File: config.mk
export PLATFORM = sky130hd
export DESIGN_NAME = uart_tx
export DESIGN_NICKNAME = d
export VERILOG_FILES = /design/src/rtl/uart_tx.sv
export SDC_FILE = /design/constraint.sdc
export NUM_CORES = 1
export LEC_CHECK = 0
export BUFFER_PORTS_ARGS = -buffer_cell sky130_fd_sc_hd__buf_4
export CORE_MARGIN = 5
export CORE_UTILIZATION = 47
export CTS_CLUSTER_SIZE = 20
export DETAILED_ROUTE_END_ITERATION = 12
export GPL_TIMING_DRIVEN = 0
export PLACE_DENSITY = 0.89
export SETUP_SLACK_MARGIN = 0.2
export SLEW_MARGIN = 20
export SYNTH_ARGS = -nofsm -noshare
export SYNTH_HDL_FRONTEND = slang
export SYNTH_SLANG_ARGS = --single-unit
File: constraint.sdc
create_clock -name clk -period 1.7 [get_ports clk]
set_input_delay 0.085 -clock clk [delete_from_list [all_inputs] [get_ports clk]]
set_output_delay 0.085 -clock clk [all_outputs]
set_load 0.03 [all_outputs]
File: src/rtl/uart_tx.sv
// uart_tx: pushes bytes into an AXI-Lite UART TX FIFO, polling status until there is room
module uart_tx #(
  parameter logic [3:0] TX_ADDR   = 4'h4,
  parameter logic [3:0] STAT_ADDR = 4'h8,
  parameter int         POLL_GAP  = 4
) (
  input  logic        clk,
  input  logic        rst,
  input  logic [7:0]  data,
  input  logic        valid,
  output logic        ready,
  output logic        done,
  output logic        err,
  output logic [3:0]  araddr,
  output logic        arvalid,
  input  logic        arready,
  input  logic [7:0]  rdata,
  input  logic [1:0]  rresp,
  input  logic        rvalid,
  output logic        rready,
  output logic [3:0]  awaddr,
  output logic        awvalid,
  input  logic        awready,
  output logic [31:0] wdata,
  output logic [3:0]  wstrb,
  output logic        wvalid,
  input  logic        wready,
  input  logic [1:0]  bresp,
  input  logic        bvalid,
  output logic        bready
);
  typedef enum logic [2:0] {IDLE, STAT_AR, STAT_R, GAP, WRITE, RESP} state_t;
  state_t      state_q, state_d;
  logic [7:0]  byte_q, byte_d;
  logic        aw_done_q, aw_done_d, w_done_q, w_done_d;
  logic [15:0] gap_q, gap_d;
  logic        unused;
  assign unused  = ^{rdata[7:4], rdata[2:0], rresp[0], bresp[0]};
  assign ready   = state_q == IDLE;
  assign arvalid = state_q == STAT_AR;
  assign araddr  = arvalid ? STAT_ADDR : 4'h0;
  assign rready  = state_q == STAT_R;
  assign awvalid = state_q == WRITE && !aw_done_q;
  assign wvalid  = state_q == WRITE && !w_done_q;
  assign awaddr  = awvalid ? TX_ADDR : 4'h0;
  assign wdata   = {24'h0, byte_q};
  assign wstrb   = state_q == WRITE ? 4'b0001 : 4'b0000;
  assign bready  = state_q == RESP;
  assign done    = bready && bvalid && !bresp[1];
  assign err     = bready && bvalid && bresp[1];
  // state, latched byte, write-handshake flags and poll gap counter
  always_ff @(posedge clk or posedge rst) begin
    if (rst) begin
      state_q   <= IDLE;
      byte_q    <= 8'h0;
      aw_done_q <= 1'b0;
      w_done_q  <= 1'b0;
      gap_q     <= 16'h0;
    end else begin
      state_q   <= state_d;
      byte_q    <= byte_d;
      aw_done_q <= aw_done_d;
      w_done_q  <= w_done_d;
      gap_q     <= gap_d;
    end
  end
  // next state; flags collect each write handshake and clear once both are seen
  always_comb begin
    state_d   = state_q;
    byte_d    = (state_q == IDLE && valid) ? data : byte_q;
    gap_d     = state_q == GAP ? gap_q + 16'd1 : 16'd0;
    aw_done_d = state_q == WRITE && !(aw_done_q && w_done_q) && (aw_done_q || awready);
    w_done_d  = state_q == WRITE && !(aw_done_q && w_done_q) && (w_done_q || wready);
    case (state_q)
      IDLE:    state_d = valid ? STAT_AR : IDLE;
      STAT_AR: state_d = arready ? STAT_R : STAT_AR;
      STAT_R:  state_d = !rvalid ? STAT_R :
                         !(rresp[1] || rdata[3]) ? WRITE :
                         POLL_GAP == 0 ? STAT_AR : GAP;
      GAP:     state_d = gap_q == 16'(POLL_GAP - 1) ? STAT_AR : GAP;
      WRITE:   state_d = (aw_done_q && w_done_q) ? RESP : WRITE;
      RESP:    state_d = bvalid ? IDLE : RESP;
      default: state_d = IDLE;
    endcase
  end
endmodule
After elaboration in Yosys (flattened, before gate mapping). Index checks and enable logic that the tools add are counted.

$add $sub $neg: 1. $mul: 0. Divide/modulo/power cells: 0. $lt $le $gt $ge: 0. Eq/ne operators: 6. Shift-type cells: 0. Mux-type cells: 12. Bitwise gates (word level): 0. Reduce and logical (&&, ||, !) cells: 18.

Operators with widths (count): case mux 3 bit (6 select lines) (1); adder 16 x 1 -> 16 bit (second input constant) (1); == test 16 x 2 -> 1 bit (second input constant) (1); 2-to-1 mux 16 bit (1); 2-to-1 mux 3 bit (4); logical AND 1 bit (10); == test 3 x 2 -> 1 bit (second input constant) (2); == test 3 bit (second input constant) (2); zero test 1 bit (4); 2-to-1 mux 2 bit (2); 2-to-1 mux 4 bit (1); == test 3 x 1 -> 1 bit (second input constant) (1); zero test 3 bit (1); logical OR 1 bit (3); 2-to-1 mux 1 bit (3).

Register bits: 29. Bits in latches: 0. Memory bits (writable): 0. Memory bits (read-only): 0. Input port bits: 28. Output and inout port bits: 52. Logic and storage cells: 42. Memories: 0.

Longest topological paths before layout. Gate-level depths: netlist (run 1).

Depth after elaboration: 4. Depth in mapped cells: 5. Mapped depth without buffers: 4.

Least setup slack after synthesis (run 1). Ideal clock, no wire load.

Path type: reg-to-output. Start point: register state_q[1]. End point: output port awaddr[2]. Data arrival time: 1.812 ns. Required time: 1.615 ns. Path slack: -0.197 ns. Cell stages (with the launch flop): 6. Path buffers: 3. Path through: dfrtp_1 -> buf_2 -> or3b_2 -> clkbuf_1 -> nor2_1 -> buf_4.

Longest elaborated chain between the ends: 3.

RTL lines: start: declaration (RTL line 33) `state_t state_q, state_d;`; start signal: assignment (RTL line 60) `state_q <= state_d;`; == test 3 bit (RTL line 43) `assign awvalid = state_q == WRITE && !aw_done_q;`; logical AND 1 bit (RTL line 43); via awvalid (RTL line 22) `output logic awvalid,`; 2-to-1 mux 3 bit (RTL line 45) `assign awaddr = awvalid ? TX_ADDR : 4'h0;`; end: declaration (RTL line 21) `output logic [3:0] awaddr,`.

The timed path passes the listed nets, and every way through them passes these cells.

Worst setup path in the final report (run 1).
Start point: register state_q[1]. End point: output port awaddr[2].

Longest elaborated chain between the ends: 3.

RTL lines (RTL line): == test 3 bit (43); logical AND 1 bit (43); 2-to-1 mux 3 bit (45).

Every way passes these cells.

==> impl_metrics.json, run 1 <==
{
  "rows": 22,
  "fmax_ghz": 0.5927,
  "pwr-share-comb": 0.520,
  "cap_violations": 0,
  "yosys_register_bits": 29,
  "core_mm2": 0.003661,
  "cp_max_fo": 4,
  "numCtsBuffers": 5,
  "setup_violations": 0,
  "die_y_um": 71.68,
  "worstPathArrival_ns": 1.60,
  "r2r_start": "state_q[1]",
  "cts_root_buf": "clkbuf_8",
  "seqPwrFrac": 0.288,
  "p_sw_w": 0.001280,
  "synth-xor-area-share": 0.01470,
  "hold_depth": 2,
  "r2r_end": "byte_q[4]",
  "finalClockSkew_ns": 0.003679,
  "min_to": "byte_q[3]",
  "status": "completed",
  "htreeDepth": 2,
  "ios": 80,
  "startpoint_type": "flop",
  "slew_headroom": 0.5932,
  "clock-sinks": 29,
  "synth_area_per_cell_um2": 9.770,
  "syn_inst": 183,
  "grt.busiest_layer": "met2",
  "gr-usage-met2": 0.2745,
  "synth_most_common_cell": "buf_4",
  "ir_worst_vdd_mv": 1.079,
  "placed_area_mm2": 0.002253,
  "via_count": 1590,
  "tightest_slew_ns": 0.6093,
  "syn_area_mm2": 0.001788,
  "numPortBuffers": 37,
  "cts_tree": "done",
  "grt_use_total": 0.1572,
  "rsz0062_at_grt": "true",
  "clockBufferDepth": 2,
  "area_growth_pct": 49.89,
  "whs_ns": 0.03769,
  "antenna_found_initial": 0,
  "swShare": 0.3951,
  "worst-setup-path-type": "reg2out",
  "die_x_um": 71.68,
  "nNetsFinal": 304,
  "min_period_ns": 1.687,
  "finalHoldViolations": 0,
  "viasPerCell": 4.907,
  "drt_iter0_markers": 118,
  "synthTopCellsByCount": "36 x buf_4, 29 x dfrtp_1, 11 x nand2_1",
  "grt_pass1_vias": 1474,
  "synth.top_cell.area_share": 0.4059,
  "muxShareOfSynthArea": 0.08397,
  "yosysTopAreaCell": "dfrtp_1",
  "wl_per_cell_um": 13.70,
  "required_ns": 1.62,
  "async_flop_share": 1.000,
  "synth_adder_area_share": 0.006998,
  "dieArea_mm2": 0.005138,
  "power.density_mw_per_mm2": 1209,
  "drive_above_1_share": 0.5036,
  "fin_area_mm2": 0.002680,
  "finalWirelength_mm": 4.439,
  "start_util": 0.4884,
  "dp_hpwl_mm": 2.798,
  "synth_edf_count": 0,
  "r2r_cells": 5,
  "clkPwrFrac": 0.191,
  "synth_area_leaders": "dfrtp_1 41%, buf_4 15%, mux2_2 5.0%",
  "ys_warn_count": 0,
  "grtUsageMet1": 0.1808,
  "met3_usage": 0.04769,
  "synth_top_family_by_area": "simple AND/OR/NAND/NOR gates",
  "intPower_w": 0.001960,
  "remaining_drc_errors": 0,
  "final_core_util": 0.7321,
  "hold_start": "data[3]",
  "grt_overflow": 0,
  "hold_class": "in2reg",
  "synthFlopType": "dfrtp_1",
  "clk_pin_slew_worst_paths_ns": 0.06,
  "leakagePower_nw": 1.303,
  "seq_area_frac_synth": 0.4059,
  "grt_max_degree": 30,
  "fin_crit_sh": 0.9924,
  "grt_pass1_wl_mm": 6.492,
  "dr.pass1.iters": 4,
  "synth_compound_area_frac": 0.06438,
  "antenna_left": 0,
  "synth-simple-area-share": 0.2372,
  "cp-end-kind": "primary output",
  "clk_latency_ns": 0.28,
  "diodes": 0,
  "ys_types": 39,
  "r2r_slack_ns": 0.11,
  "gp_congestion": 0.7686,
  "slew_viol_final": 0
}
## metal layers
layer	share of wire	wire length (um)
met2	0.56	2475
met3	0.078	347
met5	0	0
met1	0.35	1533
met4	0.018	82
## layout by cell type, fill, tap and decap left out, types with 3 or more instances in the layout
cell and n:
nand4_1 3, buf_6 12, clkbuf_8 7, conb_1 33, inv_1 6, a21oi_2 3, nor2_1 9, dfrtp_2 3
nand3_1 6, nand2b_1 7, a21oi_1 5, nand2_1 11, mux2i_1 6, mux2_2 6, o31ai_1 4, nor4_2 3
buf_4 80, dfrtp_1 26, o21ai_0 3
## cell families after synthesis
group | count (synthesis)
simple gates | 68
buf+inv | 49
flops | 29
compound gates | 18
mux | 14
xor+xnor | 3
fa+ha+maj | 1
other cells | 1
## worst max-delay path, cell delays in order, from the launching register on
cell	delay, ns
dfrtp_1	0.37
buf_6	0.11
or3b_4	0.37
buf_8	0.14
nor2_4	0.11
buf_6	0.10
buf_6	0.12
## power by group through the flow
stage / combinational [W] / sequential, W / clock (W)
floorplan: 0.000791 / 0.00112 / 0
global placement: 0.00136 / 0.000927 / 0
detailed placement: 0.00138 / 0.000938 / 0
CTS: 0.00156 / 0.000932 / 0.000635
global route: 0.00180 / 0.000949 / 0.000667
finish: 0.00169 / 0.000935 / 0.000620
## sequential cells by signal, indices dropped and copies added, names as in the netlist
register	cells
gap_q	16
byte_q	8
state_q	3
aw_done_q	1
w_done_q	1
## layout make-up
type                            instances  area [um^2]
Timing Repair Buffer                   53        426.7
Clock inverter                          1        5.005
Sequential cell                        29        729.5
Clock buffer                            7        96.34
Tap cell                               48        60.06
Buffer                                 41        334.1
Fill cell                             266        980.9
Multi-Input combinational cell        137        994.7
Inverter                                8        33.78
## per-stage QoR
stage / setup TNS, ns / setup slack (ns) / power, W / instances
floorplan: -0.02978 / -0.02978 / 0.001912 / 215
global placement: 0 / 0.06941 / 0.002289 / 300
detailed placement: 0 / 0.06277 / 0.002320 / 300
CTS: 0 / 0.007224 / 0.003124 / 314
global route: -0.04037 / -0.04037 / 0.003413 / 324
finish: 0 / 0.01285 / 0.003240 / 324
## what timing repair did
| item | 4_1_cts | 5_1_grt |
|---|---|---|
| hold buffers | 0 | 1 |
| endpoints found under the setup margin | 19 | 25 |
| hold endpoints to repair | 0 | 29 |
| gates resized for setup | 23 | 27 |
| buffers inserted | 6 | 9 |
| pin swaps | 3 | 12 |
## worst max-delay path by stage
stage,from,end,slack (ns)
after floorplan,state_q[1],awaddr[2],-0.03
after global placement,state_q[0],byte_q[4],0.07
after detailed placement,state_q[0],byte_q[5],0.06
after CTS,state_q[1],awaddr[2],0.007
after global routing,state_q[1],awaddr[2],-0.04
final,state_q[1],awaddr[2],0.01
(Power assumes the default switching activity.)
==> run 2: changes to the inputs <==
Settings changed: MAX_ROUTING_LAYER set to met4.
==> impl_metrics.json, run 2 (same netlist as run 1, synthesis figures left out) <==
{
  "worstPathArrival_ns": 1.60,
  "crit_chain": "buf_6 > or3b_4 > buf_8 > nor2_4 > buf_6 > buf_6",
  "drive_above_1_share": 0.5036,
  "via_count": 1580,
  "required_ns": 1.62,
  "placed_area_mm2": 0.002253,
  "fmax_ghz": 0.5932,
  "diodes": 0,
  "whs_ns": 0.04037,
  "r2r_slack_ns": 0.11,
  "remaining_drc_errors": 0,
  "rows": 22,
  "slew_viol_final": 0,
  "total_power_w": 0.003239,
  "most-common-layout-cells": "80 x buf_4, 33 x conb_1, 26 x dfrtp_1",
  "numCtsBuffers": 5,
  "cts_root_buf": "clkbuf_8",
  "ios": 80,
  "cpMaxStageDelayCell": "dfrtp_1",
  "viasPerCell": 4.877,
  "antenna_left": 0,
  "dr.pass1.iters": 4,
  "cp_max_fo": 4,
  "leakagePower_nw": 1.303,
  "top_register": "gap_q",
  "cts_tree": "done",
  "finalWirelength_mm": 4.422,
  "numPortBuffers": 37,
  "clockBufferDepth": 2,
  "grt_overflow": 0,
  "ir_worst_vdd_mv": 1.080,
  "power.density_mw_per_mm2": 1209,
  "finalClockSkew_ns": 0.003553,
  "regArea_um2": 729.5,
  "startpoint_type": "flop",
  "dieArea_mm2": 0.005138,
  "fin_crit_sh": 0.9917,
  "drt_iter0_markers": 119,
  "tightest_slew_ns": 0.6098,
  "dp_slack_ns": 0.06277,
  "cap_violations": 0,
  "gp_congestion": 0.7790,
  "core_mm2": 0.003661,
  "grt_pass1_vias": 1474,
  "clk_pin_slew_worst_paths_ns": 0.06,
  "slew_headroom": 0.5929,
  "n_fill_cell": 266,
  "die_y_um": 71.68,
  "htreeDepth": 2,
  "die_x_um": 71.68,
  "setup_violations": 0,
  "largest_reg_flops": 16,
  "clk_latency_ns": 0.28,
  "path_common_cell": "buf_6",
  "worst-setup-path-type": "reg2out",
  "min_period_ns": 1.686,
  "tns_ns": 0,
  "antenna_found_initial": 0,
  "grt_use_total": 0.1619,
  "hold_class": "in2reg",
  "rsz0062_at_grt": "true",
  "status": "completed",
  "area_growth_pct": 49.89,
  "slowest_delay_ns": 0.37,
  "grt_max_degree": 30,
  "grt_pass1_wl_mm": 6.492,
  "nNetsFinal": 304,
  "fin_area_mm2": 0.002680,
  "cp-end-kind": "primary output",
  "start_util": 0.4884,
  "clock-sinks": 29,
  "wl_per_cell_um": 13.65,
  "multi_input_area_um2": 994.7,
  "final_common_cell": "buf_4",
  "dp_hpwl_mm": 2.798,
  "finalHoldViolations": 0,
  "reg_top3": "gap_q (16), byte_q (8), state_q (3)",
  "setup_ws_ns": 0.01411
}
[run 2: per-stage QoR]
stage / std cells / util
floorplan: 215 / -
global placement: 300 / 0.6155
detailed placement: 300 / 0.6155
CTS: 314 / 0.6794
global route: 324 / 0.7321
finish: 324 / 0.7321
[run 2: path summary, 6_finish.rpt]
kind                            depth (start not counted)          to  startpoint
worst max register to register                          5   byte_q[4]  state_q[1]
max in group asynchronous                               3    gap_q[3]         rst
worst max-delay path                                    6   awaddr[2]  state_q[1]
worst min-delay path                                    2   byte_q[3]     data[3]
min in group asynchronous                               3  state_q[2]         rst
worst min register to register                          1   byte_q[3]   byte_q[3]
[run 2: worst max-delay path, delay by kind of cell (launching register included)]
family,cells,cell delay [ns]
AND/OR/NAND/NOR,2,0.48
buffers and inverters,4,0.47
flip-flops,1,0.37
[run 2: repair_timing]
action                     4_1_cts  5_1_grt
pin swaps                        3       12
setup buffers                    6        9
resized for setup               23       27
hold endpoints to repair         0       29
setup endpoints to repair       19       25
hold buffers                     0        1
[run 2: power by group]
| part | switching (W) | internal (W) | total (W) |
|---|---|---|---|
| Combinational | 0.000931 | 0.000756 | 0.00169 |
| Clock | 0.000253 | 0.000365 | 0.000618 |
| Sequential | 0.0000958 | 0.000839 | 0.000935 |
[run 2: area by class of cell]
cell class              count  share of cell area
multi-input cells         137              0.3711
flip-flops and latches     29              0.2722
repair buffers             53              0.1592
plain buffers              41              0.1246
clock buffers               7             0.03595
well taps                  48             0.02241
inverters                   8             0.01261
clock inverters             1            0.001867
[run 2: layer usage]
layer  wire length (um)  GRT usage  vias to the layer above
li1                   -          -                      755
met1               1557     0.1808                      754
met2               2459     0.2745                       59
met3                323    0.04769                       12
met4                 82    0.05637                        0
met5                  0          -                        -
